**src/rtl/mmio_periph_if.sv**
```systemverilog
// mmio_periph_if: CPU data-bus slice seen by the MMIO peripheral block.
// master drives sel/addr/memwrite/writedata; slave returns readdata.
interface mmio_periph_if;
  logic        sel;
  logic [31:0] addr;
  logic        memwrite;
  logic [31:0] writedata;
  logic [31:0] readdata;

  modport master (
    output sel, addr, memwrite, writedata,
    input  readdata
  );

  modport slave (
    input  sel, addr, memwrite, writedata,
    output readdata
  );
endinterface

```
**src/rtl/mmio_periph.sv**
```systemverilog
// mmio_periph: LED/HEX registers, debounced switches, periodic timer,
// VSYNC frame counter, sticky W1C status and a masked interrupt.
// Ports: clk, reset (async, high), bus (mmio_periph_if.slave),
//   sw (raw switches), vsync_n (async VSYNC), ledr, hex_digits, irq.
module mmio_periph #(
  parameter int LED_W    = 10,
  parameter int NUM_HEX  = 6,
  parameter int SW_W     = 10,
  parameter int DEBOUNCE = 16,
  parameter int FRAME_W  = 16
) (
  input  logic                 clk,
  input  logic                 reset,
  mmio_periph_if.slave         bus,
  input  logic [SW_W-1:0]      sw,
  input  logic                 vsync_n,
  output logic [LED_W-1:0]     ledr,
  output logic [4*NUM_HEX-1:0] hex_digits,
  output logic                 irq
);

  localparam int HEX_W = 4 * NUM_HEX;
  localparam int CNT_W =
    (DEBOUNCE > 1) ? $clog2(DEBOUNCE) : 1;
  localparam logic [CNT_W-1:0] CNT_MAX =
    CNT_W'(DEBOUNCE - 1);

  typedef enum logic [2:0] {
    R_STATUS = 3'd0,
    R_LEDS   = 3'd1,
    R_HEX    = 3'd2,
    R_SW     = 3'd3,
    R_TIMER  = 3'd4,
    R_FRAME  = 3'd5,
    R_MASK   = 3'd6,
    R_NONE   = 3'd7
  } reg_e;

  reg_e        idx;
  logic        wr_en;
  logic [31:0] wdata;
  logic        unused_ok;

  assign idx       = reg_e'(bus.addr[4:2]);
  assign wr_en     = bus.sel & bus.memwrite;
  assign wdata     = bus.writedata;
  assign unused_ok = ^{bus.addr[31:5], bus.addr[1:0]};

  logic wr_status, wr_leds, wr_hex;
  logic wr_timer, wr_frame, wr_mask;

  assign wr_status = wr_en && (idx == R_STATUS);
  assign wr_leds   = wr_en && (idx == R_LEDS);
  assign wr_hex    = wr_en && (idx == R_HEX);
  assign wr_timer  = wr_en && (idx == R_TIMER);
  assign wr_frame  = wr_en && (idx == R_FRAME);
  assign wr_mask   = wr_en && (idx == R_MASK);

  // Plain read/write registers
  logic [LED_W-1:0] led_q, led_d;
  logic [HEX_W-1:0] hex_q, hex_d;
  logic [2:0]       mask_q, mask_d;
  logic [2:0]       status_q, status_d;

  // Switch path
  logic [SW_W-1:0]  sw_s1_q, sw_s2_q;
  logic [SW_W-1:0]  sw_q, sw_d;
  logic [CNT_W-1:0] db_q, db_d;
  logic             set_sw;

  // Frame path
  logic               vs_s1_q, vs_s2_q, vs_prev_q;
  logic [FRAME_W-1:0] frame_q, frame_d;
  logic               vs_fall;

  // Timer
  logic        tmr_en_q, tmr_en_d;
  logic [31:0] tmr_cnt_q, tmr_cnt_d;
  logic [31:0] tmr_rld_q, tmr_rld_d;
  logic        set_tmr;

  logic [2:0]  clr_mask;
  logic [31:0] rdata;

  always_comb begin
    led_d  = led_q;
    hex_d  = hex_q;
    mask_d = mask_q;
    if (wr_leds) led_d = wdata[LED_W-1:0];
    if (wr_hex)  hex_d = wdata[HEX_W-1:0];
    if (wr_mask) mask_d = wdata[2:0];
  end

  // A change landing in the second sync flop restarts the
  // count, so the window only covers a settled value.
  always_comb begin
    sw_d   = sw_q;
    db_d   = db_q;
    set_sw = 1'b0;
    if (sw_s1_q != sw_s2_q) begin
      db_d = '0;
    end else if (sw_s2_q != sw_q) begin
      if (db_q == CNT_MAX) begin
        sw_d   = sw_s2_q;
        db_d   = '0;
        set_sw = 1'b1;
      end else begin
        db_d = db_q + CNT_W'(1);
      end
    end else begin
      db_d = '0;
    end
  end

  // Edge detect sits behind the synchroniser: 3-cycle latency.
  assign vs_fall = vs_prev_q & ~vs_s2_q;

  always_comb begin
    frame_d = frame_q;
    if (wr_frame) begin
      frame_d = '0;
    end else if (vs_fall) begin
      frame_d = frame_q + FRAME_W'(1);
    end
  end

  // A TIMER write overrides a coincident expiry.
  always_comb begin
    tmr_en_d  = tmr_en_q;
    tmr_cnt_d = tmr_cnt_q;
    tmr_rld_d = tmr_rld_q;
    set_tmr   = 1'b0;
    if (wr_timer) begin
      if (wdata != 32'd0) begin
        tmr_en_d  = 1'b1;
        tmr_cnt_d = wdata;
        tmr_rld_d = wdata;
      end else begin
        tmr_en_d  = 1'b0;
        tmr_cnt_d = '0;
        tmr_rld_d = '0;
      end
    end else if (tmr_en_q) begin
      if (tmr_cnt_q == 32'd1) begin
        tmr_cnt_d = tmr_rld_q;
        set_tmr   = 1'b1;
      end else begin
        tmr_cnt_d = tmr_cnt_q - 32'd1;
      end
    end
  end

  // New events are OR-ed in after the clear, so set wins.
  always_comb begin
    clr_mask = wr_status ? wdata[2:0] : 3'b000;
    status_d = (status_q & ~clr_mask)
             | {set_tmr, vs_fall, set_sw};
  end

  always_ff @(posedge clk or posedge reset) begin
    if (reset) begin
      led_q     <= '0;
      hex_q     <= '0;
      mask_q    <= '0;
      status_q  <= '0;
      sw_s1_q   <= '0;
      sw_s2_q   <= '0;
      sw_q      <= '0;
      db_q      <= '0;
      vs_s1_q   <= 1'b0;
      vs_s2_q   <= 1'b0;
      vs_prev_q <= 1'b0;
      frame_q   <= '0;
      tmr_en_q  <= 1'b0;
      tmr_cnt_q <= '0;
      tmr_rld_q <= '0;
    end else begin
      led_q     <= led_d;
      hex_q     <= hex_d;
      mask_q    <= mask_d;
      status_q  <= status_d;
      sw_s1_q   <= sw;
      sw_s2_q   <= sw_s1_q;
      sw_q      <= sw_d;
      db_q      <= db_d;
      vs_s1_q   <= vsync_n;
      vs_s2_q   <= vs_s1_q;
      vs_prev_q <= vs_s2_q;
      frame_q   <= frame_d;
      tmr_en_q  <= tmr_en_d;
      tmr_cnt_q <= tmr_cnt_d;
      tmr_rld_q <= tmr_rld_d;
    end
  end

  always_comb begin
    rdata = '0;
    if (bus.sel) begin
      unique case (idx)
        R_STATUS: rdata[2:0] = status_q;
        R_LEDS:   rdata[LED_W-1:0] = led_q;
        R_HEX:    rdata[HEX_W-1:0] = hex_q;
        R_SW:     rdata[SW_W-1:0] = sw_q;
        R_TIMER:  rdata = tmr_cnt_q;
        R_FRAME:  rdata[FRAME_W-1:0] = frame_q;
        R_MASK:   rdata[2:0] = mask_q;
        R_NONE:   rdata = '0;
      endcase
    end
  end

  assign bus.readdata = rdata;
  assign ledr         = led_q;
  assign hex_digits   = hex_q;
  assign irq          = |(status_q & mask_q);

endmodule

```
**src/flat_wrapper.sv**
```systemverilog
// flat-port wrapper written by rule: the top's interface ports become plain ports
module mmio_periph_flat 
#(
  parameter int LED_W    = 10,
  parameter int NUM_HEX  = 6,
  parameter int SW_W     = 10,
  parameter int DEBOUNCE = 16,
  parameter int FRAME_W  = 16
)
  (clk, reset, sw, vsync_n, ledr, hex_digits, irq, bus_sel, bus_addr, bus_memwrite, bus_writedata, bus_readdata);
  mmio_periph_if bus_i ();
  input  logic clk;
  input  logic reset;
  input  logic [SW_W-1:0] sw;
  input  logic vsync_n;
  output logic [LED_W-1:0] ledr;
  output logic [4*NUM_HEX-1:0] hex_digits;
  output logic irq;
  input wire logic [$bits(bus_i.sel)-1:0] bus_sel;
  input wire logic [$bits(bus_i.addr)-1:0] bus_addr;
  input wire logic [$bits(bus_i.memwrite)-1:0] bus_memwrite;
  input wire logic [$bits(bus_i.writedata)-1:0] bus_writedata;
  output wire logic [$bits(bus_i.readdata)-1:0] bus_readdata;
  assign bus_i.sel = bus_sel;
  assign bus_i.addr = bus_addr;
  assign bus_i.memwrite = bus_memwrite;
  assign bus_i.writedata = bus_writedata;
  assign bus_readdata = bus_i.readdata;
  mmio_periph #(.LED_W(LED_W), .NUM_HEX(NUM_HEX), .SW_W(SW_W), .DEBOUNCE(DEBOUNCE), .FRAME_W(FRAME_W)) u_core (.clk(clk), .reset(reset), .bus(bus_i), .sw(sw), .vsync_n(vsync_n), .ledr(ledr), .hex_digits(hex_digits), .irq(irq));
endmodule
```
**config.mk**
```make
export PLATFORM = sky130hd
export DESIGN_NAME = mmio_periph_flat
export DESIGN_NICKNAME = d
export VERILOG_FILES = /design/src/rtl/mmio_periph_if.sv /design/src/rtl/mmio_periph.sv /design/src/flat_wrapper.sv
export SDC_FILE = /design/constraint.sdc
export NUM_CORES = 1
export LEC_CHECK = 0
export ABC_AREA = 1
export CORE_ASPECT_RATIO = 0.6
export CORE_UTILIZATION = 45
export CTS_CLUSTER_SIZE = 40
export DETAILED_ROUTE_END_ITERATION = 10
export GPL_TIMING_DRIVEN = 0
export PLACE_DENSITY = 0.69
export SLEW_MARGIN = 25
export SYNTH_ARGS = -nofsm -noshare
export SYNTH_HDL_FRONTEND = slang
export SYNTH_SLANG_ARGS = --single-unit
```
**constraint.sdc**
```tcl
create_clock -name clk -period 7.2 [get_ports clk]
set_input_delay 1.44 -clock clk [delete_from_list [all_inputs] [get_ports clk]]
set_output_delay 1.44 -clock clk [all_outputs]
set_load 0.02 [all_outputs]
```
==> tab_implementation.tex <==
\begin{tabular}{lr}
\hline
Metric & Value \\
\hline
\multicolumn{2}{l}{\textbf{Status}} \\
\quad Run status & finished clean \\
\multicolumn{2}{l}{\textbf{Min path}} \\
\quad Type of the worst min-delay path & reg2reg \\
\quad Worst Hold Path EP & u\_core.vs\_s2\_q \\
\quad Worst hold stages & 0 \\
\quad Start point of the worst hold path & u\_core.vs\_s1\_q \\
\multicolumn{2}{l}{\textbf{Drt}} \\
\quad Wire length the detailed router placed on met1 & 14640 um \\
\quad DRC violation total after the first TritonRoute iteration & 1011 \\
\quad Final ANT Viol Nets & 0 \\
\quad Routed wl met3 & 3296 um \\
\quad Routed length on met2 & 10280 um \\
\quad Drt drc & 0 \\
\quad Uppermost routed layer & met4 \\
\quad Drt wl/cell & 18.13 um \\
\quad Detailed-router iteration count before antenna repair & 6 \\
\quad Count of vias placed by the detailed router & 8649 \\
\quad DR vias/cell & 5.478 \\
\quad Routed WL & 28630 um \\
\multicolumn{2}{l}{\textbf{Die}} \\
\quad Cell row count & 39 \\
\quad Starting utilization of the core area & 45.96\% \\
\quad IO Count & 146 \\
\quad Overall die width & 182.0 um \\
\quad Placeable core region & 19030 um2 \\
\quad Die height & 110.0 um \\
\quad Area of the die & 20020 um2 \\
\multicolumn{2}{l}{\textbf{Synth}} \\
\quad Number of synthesis warnings & 0 \\
\quad Post-synthesis instance area & 8747 um2 \\
\quad Mapped Nets & 1268 \\
\quad Post-synthesis register bit count & 158 \\
\quad Mean cell area of the mapped netlist & 7.382 um2 \\
\quad Cells after Synth & 1185 \\
\quad Primary flip-flop cell chosen by synthesis mapping & sky130\_fd\_sc\_hd\_\_dfrtp\_1 \\
\quad Async set-or-reset flop fraction in the synthesized netlist & 100.0\% \\
\quad Post-synth EDFFs & 0 \\
\quad Sequential area share after synthesis & 45.20\% \\
\quad Count of distinct cell types in the synthesized netlist & 42 \\
\multicolumn{2}{l}{\textbf{Critical path}} \\
\quad Critical Path End Type & output port \\
\quad Critical path peak fanout & 10 \\
\quad Start-to-end type of the worst setup path & in2out \\
\quad Element type at the critical path start & input port \\
\quad Data arrival at the endpoint of the critical path & 4.16 ns \\
\quad Required arrival time at the worst endpoint & 5.76 ns \\
\quad R2R Path End & u\_core.tmr\_cnt\_q[30] \\
\quad Cells along the critical path & clkdlybuf4s50\_1 -> clkbuf\_1 -> nand2\_1 -> clkbuf\_1 -> nor2\_1 -> clkdlybuf4s50\_1 \\
\quad Cell at the slowest stage of the critical path & sky130\_fd\_sc\_hd\_\_clkdlybuf4s50\_1 \\
\quad Number of cell instances on the worst register-to-register path & 9 \\
\quad Peak per-stage delay on the critical path & 0.65 ns \\
\quad Minimum setup slack among reg-to-reg paths & 5.05 ns \\
\quad Launch point of the worst reg-to-reg path & u\_core.tmr\_cnt\_q[0] \\
\quad Critical path startpoint & bus\_sel \\
\multicolumn{2}{l}{\textbf{Global route}} \\
\quad Pin count of the biggest net entering global routing & 94 \\
\quad Wire length of the first global-routing pass & 44480 um \\
\quad Number of antenna violations at the first check in global routing & 0 \\
\quad Sum of overflow across all layers after global routing & 0 \\
\quad Vias in the first global route & 7829 \\
\quad Total track usage & 30.04\% \\
\multicolumn{2}{l}{\textbf{CTS}} \\
\quad Setup repair bufs after CTS & 0 \\
\quad Post-CTS sizing & 0 \\
\quad Clock transition at path regs & 0.07 ns \\
\quad Num CTS Buffers & 17 \\
\quad Cts-stage hold buffer count & 0 \\
\quad Clock root cell & sky130\_fd\_sc\_hd\_\_clkbuf\_16 \\
\quad Num Clock Sinks & 158 \\
\quad Max Root-Sink Buffers & 2 \\
\quad Worst-Skew Late Latency & 0.45 ns \\
\quad CTS tree & yes \\
\quad H-tree lvl count & 4 \\
\multicolumn{2}{l}{\textbf{Timing}} \\
\quad Tightest slew margin relative to the limit & 28.26\% \\
\quad Worst clock skew & 0.01065 ns \\
\quad Hold Worst Slack & 0.3780 ns \\
\quad Final hold vios & 0 \\
\quad Number of pins with negative max-slew slack in the final report & 0 \\
\quad Final period utilization & 77.73\% \\
\quad Final Worst Setup Slack & 1.604 ns \\
\quad RSZ-0062 raised after global routing & false \\
\quad Achievable Freq & 0.1787 GHz \\
\quad Final critical delay including setup and external delays & 5.596 ns \\
\quad Final setup vio count & 0 \\
\quad Actual slew at the worst max-slew pin & 1.066 ns \\
\multicolumn{2}{l}{\textbf{Power}} \\
\quad Worst vdd ir & 0.0001684 V \\
\quad Pwr/cell area & 285.1 nW/um2 \\
\quad Standby leakage power & 5.201 nW \\
\multicolumn{2}{l}{\textbf{Placed design}} \\
\quad Detailed placer's ending HPWL & 21830 um \\
\quad Gp weighted congestion & 0.9545 \\
\quad Post-place setup slack & 1.687 ns \\
\quad Cell count after placement & 1547 \\
\quad Quantity of I/O buffers inserted on ports & 115 \\
\multicolumn{2}{l}{\textbf{Final layout}} \\
\quad Number of diodes & 0 \\
\quad Most common cell after layout, fill and taps aside & sky130\_fd\_sc\_hd\_\_nand2\_1 \\
\quad Net count reported at finish & 1403 \\
\quad Ratio of cells with drive above 1 in the final layout & 7.277\% \\
\quad Syn-to-layout area delta & 23.73\% \\
\quad Non-filler cells, final & 1579 \\
\quad Commonest cells after routing, fill and taps aside & sky130\_fd\_sc\_hd\_\_nand2\_1 (303), sky130\_fd\_sc\_hd\_\_inv\_1 (164), sky130\_fd\_sc\_hd\_\_dfrtp\_1 (158) \\
\multicolumn{2}{l}{\textbf{Flow run}} \\
\quad Max-cap violations & 0 \\
\hline
\end{tabular}
==> worst max-delay path, delay by kind of cell <==
| kind | cells | cell delay (ns) |
|---|---|---|
| buffers and inverters | 4 | 2.04 |
| AND/OR/NAND/NOR | 2 | 0.67 |
==> report_power, final <==
group,switching [mW],internal (mW),total (mW)
clock,0.406,0.502,0.908
combinational,0.524,0.348,0.873
sequential,0.223,1.08,1.30
==> worst max path at each step <==
stage	to	slack, ns	cells after the start
6_report	bus_readdata[30]	1.60	6
5_1_grt	bus_readdata[30]	1.51	6
4_1_cts	bus_readdata[30]	1.68	6
3_5_place_dp	bus_readdata[30]	1.69	6
3_3_place_gp	u_core.hex_digits[18]	-0.77	2
2_1_floorplan	u_core.db_q[0]	1.50	1
==> cell families after synthesis <==
| family | Yosys count | share of synthesized area, % |
|---|---|---|
| and+or+nand+nor | 598 | 29.57 |
| buffers and inverters | 208 | 9.712 |
| AOI/OAI and AO/OA | 188 | 11.76 |
| DFF | 158 | 45.20 |
| xor gates and xnor gates | 19 | 1.902 |
| muxes | 10 | 1.287 |
| adders and majority gates | 4 | 0.5722 |
==> state kept, by name, indices dropped and copies added (netlist names) <==
signal,flops
u_core.tmr_en_q,1
u_core.ledr,10
u_core.frame_q,16
u_core.status_q,3
u_core.mask_q,3
u_core.tmr_cnt_q,32
u_core.hex_digits,24
u_core.vs_prev_q,1
u_core.vs_s1_q,1
u_core.sw_s2_q,10
u_core.db_q,4
u_core.sw_q,10
u_core.tmr_rld_q,32
u_core.vs_s2_q,1
u_core.sw_s1_q,10
==> stage by stage <==
step / util, % / area, um2 / power, mW / TNS (ns)
floorplan: - / 8747 / 1.803 / 0
global placement: 53.63 / 10210 / 2.139 / -118.13
detailed placement: 53.81 / 10240 / 2.163 / 0
CTS: 56.87 / 10820 / 3.075 / 0
global route: 56.87 / 10820 / 3.262 / 0
finish: 56.87 / 10820 / 3.086 / 0
==> cells in the mapped netlist (3+ instances only) <==
| library cell | n | area share, % |
|---|---|---|
| sky130_fd_sc_hd__buf_2 | 15 | 0.86 |
| sky130_fd_sc_hd__nand2_2 | 4 | 0.29 |
| sky130_fd_sc_hd__nand3_1 | 93 | 5.3 |
| sky130_fd_sc_hd__buf_6 | 5 | 0.64 |
| sky130_fd_sc_hd__o21ai_1 | 4 | 0.23 |
| sky130_fd_sc_hd__ha_1 | 4 | 0.57 |
| sky130_fd_sc_hd__a21oi_1 | 49 | 2.8 |
| sky130_fd_sc_hd__nand4_1 | 17 | 1.2 |
| sky130_fd_sc_hd__nor2_2 | 10 | 0.72 |
| sky130_fd_sc_hd__xnor2_1 | 3 | 0.30 |
| sky130_fd_sc_hd__o22ai_1 | 19 | 1.4 |
| sky130_fd_sc_hd__inv_1 | 165 | 7.1 |
| sky130_fd_sc_hd__mux2_2 | 10 | 1.3 |
| sky130_fd_sc_hd__or2_2 | 3 | 0.21 |
| sky130_fd_sc_hd__xor2_1 | 16 | 1.6 |
| sky130_fd_sc_hd__nand2_1 | 303 | 13 |
| sky130_fd_sc_hd__nand2_4 | 4 | 0.51 |
| sky130_fd_sc_hd__o21ai_0 | 90 | 5.1 |
| sky130_fd_sc_hd__nor3_1 | 22 | 1.3 |
| sky130_fd_sc_hd__clkbuf_1 | 18 | 0.77 |
| sky130_fd_sc_hd__nor2_4 | 4 | 0.51 |
| sky130_fd_sc_hd__nor2_1 | 127 | 5.4 |
| sky130_fd_sc_hd__nor4_1 | 6 | 0.43 |
| sky130_fd_sc_hd__dfrtp_1 | 158 | 45 |
| sky130_fd_sc_hd__a41oi_1 | 3 | 0.30 |
| sky130_fd_sc_hd__a31oi_1 | 13 | 0.93 |
==> cell type report <==
type	count	area, um2
fill	1784	8208
sequential	158	3954
multi-input combinational	819	3944
timing repair buffer	116	1179
inverter	167	638.1
clock buffer	19	452.9
tap	246	307.8
buffer	41	219.0
clock inverter	13	128.9
==> per-layer routing <==
metal | up-vias | GRT usage [%]
met2 | 458 | 36.84
met5 | - | 0
met3 | 27 | 8.574
met4 | 0 | 8.223
li1 | 4086 | -
met1 | 4078 | 48.95
Power figures use the tool's default switching activity.
